<file path="src/rtl/id_ex_stage_reg.sv">
// ---------------------------------------------------------------------------
// id_ex_stage_reg
//
// Pipeline register between the ID and EXE stages of the 5-stage ARM core.
// Captures the decoded instruction fields, register operands and the carry
// flag every cycle. The instruction is squashed here when its condition
// fails, which clears every architectural side-effect control. Doing this
// here means a squashed S-instruction can never update the status register
// and a squashed branch can never redirect the PC. Hazard freeze and branch
// flush are supported. A saturating counter records how many valid
// instructions were squashed by a failed condition, for debug.
//
// Ports
//   clk, rst              core clock; synchronous active-high reset
//   freeze                hazard stall: hold every registered output
//   flush                 branch taken in EXE: load a bubble
//   valid_in              ID holds a real instruction
//   condition_is_met      condition-check result for the ID instruction
//   sr_in                 status register {N,Z,C,V}
//   pc_in                 PC+4 of the ID instruction
//   rn_val_in, rm_val_in  register operands
//   exe_cmd_in            ALU command
//   mem_r_en_in, mem_w_en_in, wb_en_in, s_in, b_in   control bits
//   imm_in                immediate operand flag
//   shift_operand_in      shifter operand
//   signed_imm_24_in      branch offset
//   dest_in, src1_in, src2_in   register indices
//   *_out                 registered copies of the inputs above
//   valid_out             EXE holds a live instruction
//   carry_out             registered C bit (sr_in[1])
//   squash_cnt            saturating count of condition-squashed instructions
// ---------------------------------------------------------------------------
module id_ex_stage_reg #(
    parameter int DATA_W = 32,
    parameter int CNT_W  = 16
) (
    input  logic              clk,
    input  logic              rst,
    input  logic              freeze,
    input  logic              flush,
    input  logic              valid_in,
    input  logic              condition_is_met,
    input  logic [3:0]        sr_in,
    input  logic [DATA_W-1:0] pc_in,
    input  logic [DATA_W-1:0] rn_val_in,
    input  logic [DATA_W-1:0] rm_val_in,
    input  logic [3:0]        exe_cmd_in,
    input  logic              mem_r_en_in,
    input  logic              mem_w_en_in,
    input  logic              wb_en_in,
    input  logic              s_in,
    input  logic              b_in,
    input  logic              imm_in,
    input  logic [11:0]       shift_operand_in,
    input  logic [23:0]       signed_imm_24_in,
    input  logic [3:0]        dest_in,
    input  logic [3:0]        src1_in,
    input  logic [3:0]        src2_in,
    output logic [DATA_W-1:0] pc_out,
    output logic [DATA_W-1:0] rn_val_out,
    output logic [DATA_W-1:0] rm_val_out,
    output logic [3:0]        exe_cmd_out,
    output logic              mem_r_en_out,
    output logic              mem_w_en_out,
    output logic              wb_en_out,
    output logic              s_out,
    output logic              b_out,
    output logic              imm_out,
    output logic [11:0]       shift_operand_out,
    output logic [23:0]       signed_imm_24_out,
    output logic [3:0]        dest_out,
    output logic [3:0]        src1_out,
    output logic [3:0]        src2_out,
    output logic              valid_out,
    output logic              carry_out,
    output logic [CNT_W-1:0]  squash_cnt
);

    localparam logic [CNT_W-1:0] CNT_ONE = {{(CNT_W-1){1'b0}}, 1'b1};

    // A real instruction whose condition holds; only these may cause
    // architectural side effects downstream.
    logic live;
    assign live = valid_in & condition_is_met;

    // Counts only real instructions killed by their condition, not IF bubbles.
    logic squash_evt;
    assign squash_evt = valid_in & ~condition_is_met;

    // NOTE: sequential state is assigned with non-blocking (<=) so every
    // register samples the pre-edge values, independent of statement order.
    always_ff @(posedge clk) begin
        if (rst) begin
            pc_out            <= '0;
            rn_val_out        <= '0;
            rm_val_out        <= '0;
            exe_cmd_out       <= '0;
            mem_r_en_out      <= 1'b0;
            mem_w_en_out      <= 1'b0;
            wb_en_out         <= 1'b0;
            s_out             <= 1'b0;
            b_out             <= 1'b0;
            imm_out           <= 1'b0;
            shift_operand_out <= '0;
            signed_imm_24_out <= '0;
            dest_out          <= '0;
            src1_out          <= '0;
            src2_out          <= '0;
            valid_out         <= 1'b0;
            carry_out         <= 1'b0;
            squash_cnt        <= '0;
        end else if (flush) begin
            // Bubble: everything cleared except the debug counter, which
            // keeps its history. Flush takes precedence over freeze.
            pc_out            <= '0;
            rn_val_out        <= '0;
            rm_val_out        <= '0;
            exe_cmd_out       <= '0;
            mem_r_en_out      <= 1'b0;
            mem_w_en_out      <= 1'b0;
            wb_en_out         <= 1'b0;
            s_out             <= 1'b0;
            b_out             <= 1'b0;
            imm_out           <= 1'b0;
            shift_operand_out <= '0;
            signed_imm_24_out <= '0;
            dest_out          <= '0;
            src1_out          <= '0;
            src2_out          <= '0;
            valid_out         <= 1'b0;
            carry_out         <= 1'b0;
        end else if (!freeze) begin
            // Data fields and register indices are captured even for a
            // squashed instruction; consumers qualify them with the enables.
            pc_out            <= pc_in;
            rn_val_out        <= rn_val_in;
            rm_val_out        <= rm_val_in;
            exe_cmd_out       <= exe_cmd_in;
            imm_out           <= imm_in;
            shift_operand_out <= shift_operand_in;
            signed_imm_24_out <= signed_imm_24_in;
            dest_out          <= dest_in;
            src1_out          <= src1_in;
            src2_out          <= src2_in;
            carry_out         <= sr_in[1];
            valid_out         <= live;
            mem_r_en_out      <= mem_r_en_in & live;
            mem_w_en_out      <= mem_w_en_in & live;
            wb_en_out         <= wb_en_in & live;
            s_out             <= s_in & live;
            b_out             <= b_in & live;
            if (squash_evt && (squash_cnt != '1)) begin
                squash_cnt <= squash_cnt + CNT_ONE;
            end
        end
    end

endmodule

</file>
<file path="config.mk">
export PLATFORM = sky130hd
export DESIGN_NAME = id_ex_stage_reg
export DESIGN_NICKNAME = d
export VERILOG_FILES = /design/src/rtl/id_ex_stage_reg.sv
export SDC_FILE = /design/constraint.sdc
export NUM_CORES = 1
export LEC_CHECK = 0
export CORE_AREA = 2 2 131 133
export CTS_BUF_LIST = sky130_fd_sc_hd__clkbuf_4 sky130_fd_sc_hd__clkbuf_8
export DETAILED_ROUTE_END_ITERATION = 10
export DIE_AREA = 0 0 133 135
export DONT_BUFFER_PORTS = 1
export MAX_ROUTING_LAYER = met4
export SLEW_MARGIN = 20
export SYNTH_ARGS = -nofsm -noshare
export SYNTH_HDL_FRONTEND = slang
export SYNTH_SLANG_ARGS = --single-unit
</file>
<file path="constraint.sdc">
create_clock -name clk -period 5.6 [get_ports clk]
set_input_delay 0.84 -clock clk [delete_from_list [all_inputs] [get_ports clk]]
set_output_delay 0.84 -clock clk [all_outputs]
set_load 0.005 [all_outputs]
</file>
==> report_table.html <==
<table>
<tr><th>Metric</th><th>Value</th></tr>
<tr><th colspan="2">Global routing</th></tr>
<tr><td>Antenna violations before repair</td><td>0</td></tr>
<tr><td>Global-route wire length before repair</td><td>22100 um</td></tr>
<tr><td>Largest net degree at the start of global routing</td><td>165</td></tr>
<tr><td>Aggregate global-route resource usage</td><td>16.1%</td></tr>
<tr><td>Via count of the first global-routing pass</td><td>4143</td></tr>
<tr><td>Global route overflow</td><td>0</td></tr>
<tr><th colspan="2">STA</th></tr>
<tr><td>Total Negative Setup Slacks</td><td>0 ns</td></tr>
<tr><td>Clock Skew</td><td>0.00483 ns</td></tr>
<tr><td>Fraction of the cycle the final worst path needs</td><td>40.6%</td></tr>
<tr><td>Count of final hold-check violations</td><td>0</td></tr>
<tr><td>Unrepaired setup endpoints after global routing</td><td>no</td></tr>
<tr><td>Final min period</td><td>2.27 ns</td></tr>
<tr><td>Worst slew margin relative to its limit</td><td>46.4%</td></tr>
<tr><td>Transition time of the tightest slew-check pin</td><td>0.804 ns</td></tr>
<tr><td>Number of max-slew violations in the final report</td><td>0</td></tr>
<tr><td>Post-route worst setup slack</td><td>3.33 ns</td></tr>
<tr><td>Finish-stage setup viols</td><td>0</td></tr>
<tr><td>Achievable Freq</td><td>0.440 GHz</td></tr>
<tr><th colspan="2">Placed design</th></tr>
<tr><td>Post-detail-place hpwl</td><td>10400 um</td></tr>
<tr><td>Final RePlAce weighted congestion</td><td>0.779</td></tr>
<tr><td>Port bufs</td><td>0</td></tr>
<tr><td>Dpl ws</td><td>3.03 ns</td></tr>
<tr><th colspan="2">Floorplan</th></tr>
<tr><td>Count of boundary I/O pins</td><td>336</td></tr>
<tr><td>DIE WIDTH</td><td>133 um</td></tr>
<tr><td>CORE AREA</td><td>16400 sq um</td></tr>
<tr><td>Effective utilization at floorplan</td><td>38.3%</td></tr>
<tr><td>Chip height</td><td>135 um</td></tr>
<tr><td>Site row count</td><td>47</td></tr>
<tr><td>Full die area</td><td>18000 sq um</td></tr>
<tr><th colspan="2">Power and ir drop</th></tr>
<tr><td>Lkg Pwr</td><td>0.00282 uW</td></tr>
<tr><td>Total power per unit cell area</td><td>339 nW/um^2</td></tr>
<tr><td>Maximum resistive drop on vdd</td><td>0.000159 V</td></tr>
<tr><th colspan="2">Min path</th></tr>
<tr><td>Hold path endpoint</td><td>squash_cnt[7]</td></tr>
<tr><td>Startpoint of the lowest-slack hold path</td><td>rst</td></tr>
<tr><td>Cell depth of the worst hold path</td><td>1</td></tr>
<tr><td>Min-delay worst type</td><td>in2reg</td></tr>
<tr><th colspan="2">Critical path</th></tr>
<tr><td>Cell with the largest stage delay on the worst path</td><td>and4bb_1</td></tr>
<tr><td>Startpoint of the lowest-slack register-to-register path</td><td>squash_cnt[0]</td></tr>
<tr><td>Endpoint of the lowest-slack register-to-register path</td><td>squash_cnt[14]</td></tr>
<tr><td>Crit. End Element</td><td>register</td></tr>
<tr><td>Largest stage delay on the critical path</td><td>0.67 ns</td></tr>
<tr><td>Worst R2R Setup Slack</td><td>3.33 ns</td></tr>
<tr><td>Arrival time worst endpoint</td><td>2.61 ns</td></tr>
<tr><td>Maximum fanout encountered on the critical timing path</td><td>22</td></tr>
<tr><td>Required time worst endpoint</td><td>5.93 ns</td></tr>
<tr><td>Crit-path cells</td><td>ha_1 &gt; and4_1 &gt; and4bb_1 &gt; nor4_1 &gt; mux2_1</td></tr>
<tr><td>Startpoint Class</td><td>register</td></tr>
<tr><td>Crit Path Category</td><td>reg2reg</td></tr>
<tr><td>Reg2Reg Depth</td><td>5</td></tr>
<tr><th colspan="2">Clock network</th></tr>
<tr><td>Clock-pin slew on the worst setup and hold paths</td><td>0.09 ns</td></tr>
<tr><td>Post-CTS setup buffer count</td><td>0</td></tr>
<tr><td>Count of H-tree levels built during CTS</td><td>4</td></tr>
<tr><td>CTS Hold Bufs</td><td>0</td></tr>
<tr><td>TritonCTS clock tree</td><td>yes</td></tr>
<tr><td>Maximum count of clock buffers along a single path</td><td>2</td></tr>
<tr><td>Number of clock sinks</td><td>172</td></tr>
<tr><td>Number of gates resized after CTS</td><td>0</td></tr>
<tr><td>Root buffer selected by CTS</td><td>clkbuf_8</td></tr>
<tr><td>Clock latency on the worst-skew pair</td><td>0.44 ns</td></tr>
<tr><td>Total CTS buffers</td><td>17</td></tr>
<tr><th colspan="2">Routing</th></tr>
<tr><td>Number of detailed-route iterations in the first pass</td><td>4</td></tr>
<tr><td>Via density</td><td>5.16</td></tr>
<tr><td>DRC</td><td>0</td></tr>
<tr><td>Via count of the routed design</td><td>4223</td></tr>
<tr><td>DR WL/cell</td><td>17.9 um</td></tr>
<tr><td>Wirelength, routed</td><td>14700 um</td></tr>
<tr><td>DR iter-0 viols</td><td>185</td></tr>
<tr><td>Antenna-violating nets left</td><td>0</td></tr>
<tr><th colspan="2">Layout</th></tr>
<tr><td>Most used cells in the layout excluding fill and tap cells</td><td>dfxtp_1 (172), nor2_1 (159), mux2i_1 (150)</td></tr>
<tr><td>Register cell area after layout</td><td>3440 sq um</td></tr>
<tr><td>Share of final-layout standard cells stronger than drive strength 1</td><td>6.18%</td></tr>
<tr><td>Filler cell count in the final layout</td><td>1580</td></tr>
<tr><td>Final antenna diode count</td><td>0</td></tr>
<tr><td>Leading cell type in the layout, fill and taps excluded</td><td>dfxtp_1</td></tr>
<tr><td>Nets</td><td>751</td></tr>
<tr><td>Area growth from synthesis to layout</td><td>8.14%</td></tr>
<tr><td>Area taken by multi-input logic gates</td><td>2650 sq um</td></tr>
<tr><th colspan="2">Synth</th></tr>
<tr><td>Synthesized instance count</td><td>608</td></tr>
<tr><td>Average cell area after synthesis</td><td>10.3 sq um</td></tr>
<tr><td>Count of flip-flops with a built-in enable after synthesis</td><td>0</td></tr>
<tr><td>Most used flip-flop cell after synthesis</td><td>dfxtp_1</td></tr>
<tr><td>Distinct cells, synth</td><td>30</td></tr>
<tr><td>Count of yosys warnings during synthesis</td><td>0</td></tr>
<tr><td>Share of synthesized area occupied by flip-flops and latches</td><td>54.7%</td></tr>
<tr><td>Async set or reset register ratio after synthesis</td><td>0%</td></tr>
<tr><td>Area of the mapped netlist</td><td>6290 sq um</td></tr>
<tr><td>Net count of the mapped netlist</td><td>773</td></tr>
<tr><td>Seq cells post-synth</td><td>172</td></tr>
<tr><th colspan="2">Run</th></tr>
<tr><td>Max-capacitance violation count</td><td>0</td></tr>
<tr><th colspan="2">Run status</th></tr>
<tr><td>Run status</td><td>finished, final reports clean</td></tr>
</table>
## synthesized netlist by cell type, types with 2 or more instances
cell	n	area, sq um
mux2_1	2	22.5
and4_1	2	17.5
nor3b_1	5	37.5
dfxtp_1	172	3440
nor4_1	2	12.5
nand3_1	2	10.0
buf_2	10	50.1
buf_1	2	7.51
o21ai_1	4	20.0
buf_6	3	33.8
a21oi_1	20	100
nand2_1	8	30.0
nor2b_1	2	12.5
nor2_1	159	597
or4_1	8	60.1
and3_1	2	12.5
or3_1	5	31.3
o31ai_1	10	75.1
nand4_1	4	25.0
mux2i_1	150	1500
clkbuf_1	27	101
## cells by family (layout without fill, tap and decap cells)
| kind of cell | count (synthesis) | after routing | synth area share, % |
|---|---|---|---|
| and+or+nand+nor | 205 | 205 | 14.5 |
| muxes | 152 | 152 | 24.2 |
| AOI/OAI and AO/OA | 35 | 35 | 3.22 |
| adders and majority gates | 1 | 1 | 0.199 |
| DFF | 172 | 172 | 54.7 |
| buffers and inverters | 43 | 34 | 3.12 |
## worst max-delay path by stage
stage	to	start	slack, ns
global route	squash_cnt[15]	squash_cnt[0]	3.15
floorplan	squash_cnt[14]	freeze	3.37
detailed placement	rm_val_out[10]	flush	3.03
finish	squash_cnt[14]	squash_cnt[0]	3.33
global placement	rn_val_out[22]	flush	3.13
CTS	squash_cnt[15]	squash_cnt[0]	3.33
## registers in the layout (all words and copies together), names as in the netlist
register	count
signed_imm_24_out	24
b_out	1
dest_out	4
pc_out	32
imm_out	1
squash_cnt	16
src2_out	4
rm_val_out	32
src1_out	4
exe_cmd_out	4
valid_out	1
mem_r_en_out	1
wb_en_out	1
shift_operand_out	12
mem_w_en_out	1
rn_val_out	32
carry_out	1
s_out	1
## per-layer routing
layer	global-route usage, %	share of wire [%]
met4	7.95	2.8
met2	26.0	50
met1	17.7	39
met3	5.63	8.6
met5	-	0
## critical path, delay by kind of cell, from the launching register on
family	cells	cell delay, ns
multiplexers	1	0.33
adder cells (fa/ha/maj)	1	0.24
flip-flops	1	0.48
AND/OR/NAND/NOR	3	1.11
## power breakdown
part | switching [uW] | leakage (uW) | internal (uW) | total, uW
clock | 471 | 0.000209 | 441 | 912
sequential | 31.5 | 0.00140 | 1260 | 1290
combinational | 44.3 | 0.00121 | 57.5 | 102
## stage by stage
| step | cell area [sq um] | util, % | cells | hold WS (ns) | power [uW] |
|---|---|---|---|---|---|
| CTS | 6800 | 41.5 | 819 | 0.409 | 2340 |
| global route | 6800 | 41.5 | 819 | 0.406 | 2410 |
| detailed placement | 6380 | 38.9 | 787 | 0.501 | 1420 |
| floorplan | 6290 | - | 608 | 0.477 | 1430 |
| global placement | 6380 | 38.9 | 787 | 0.505 | 1420 |
| finish | 6800 | 41.5 | 819 | 0.457 | 2300 |
## layout make-up
class	instances	share of cell area, %
Inverter	1	0.0552
Clock buffer	20	3.96
Clock inverter	12	2.21
Multi-Input combinational cell	393	39.0
Sequential cell	172	50.6
Tap cell	220	4.05
Timing Repair Buffer	1	0.110
(Power assumes the default switching activity.)
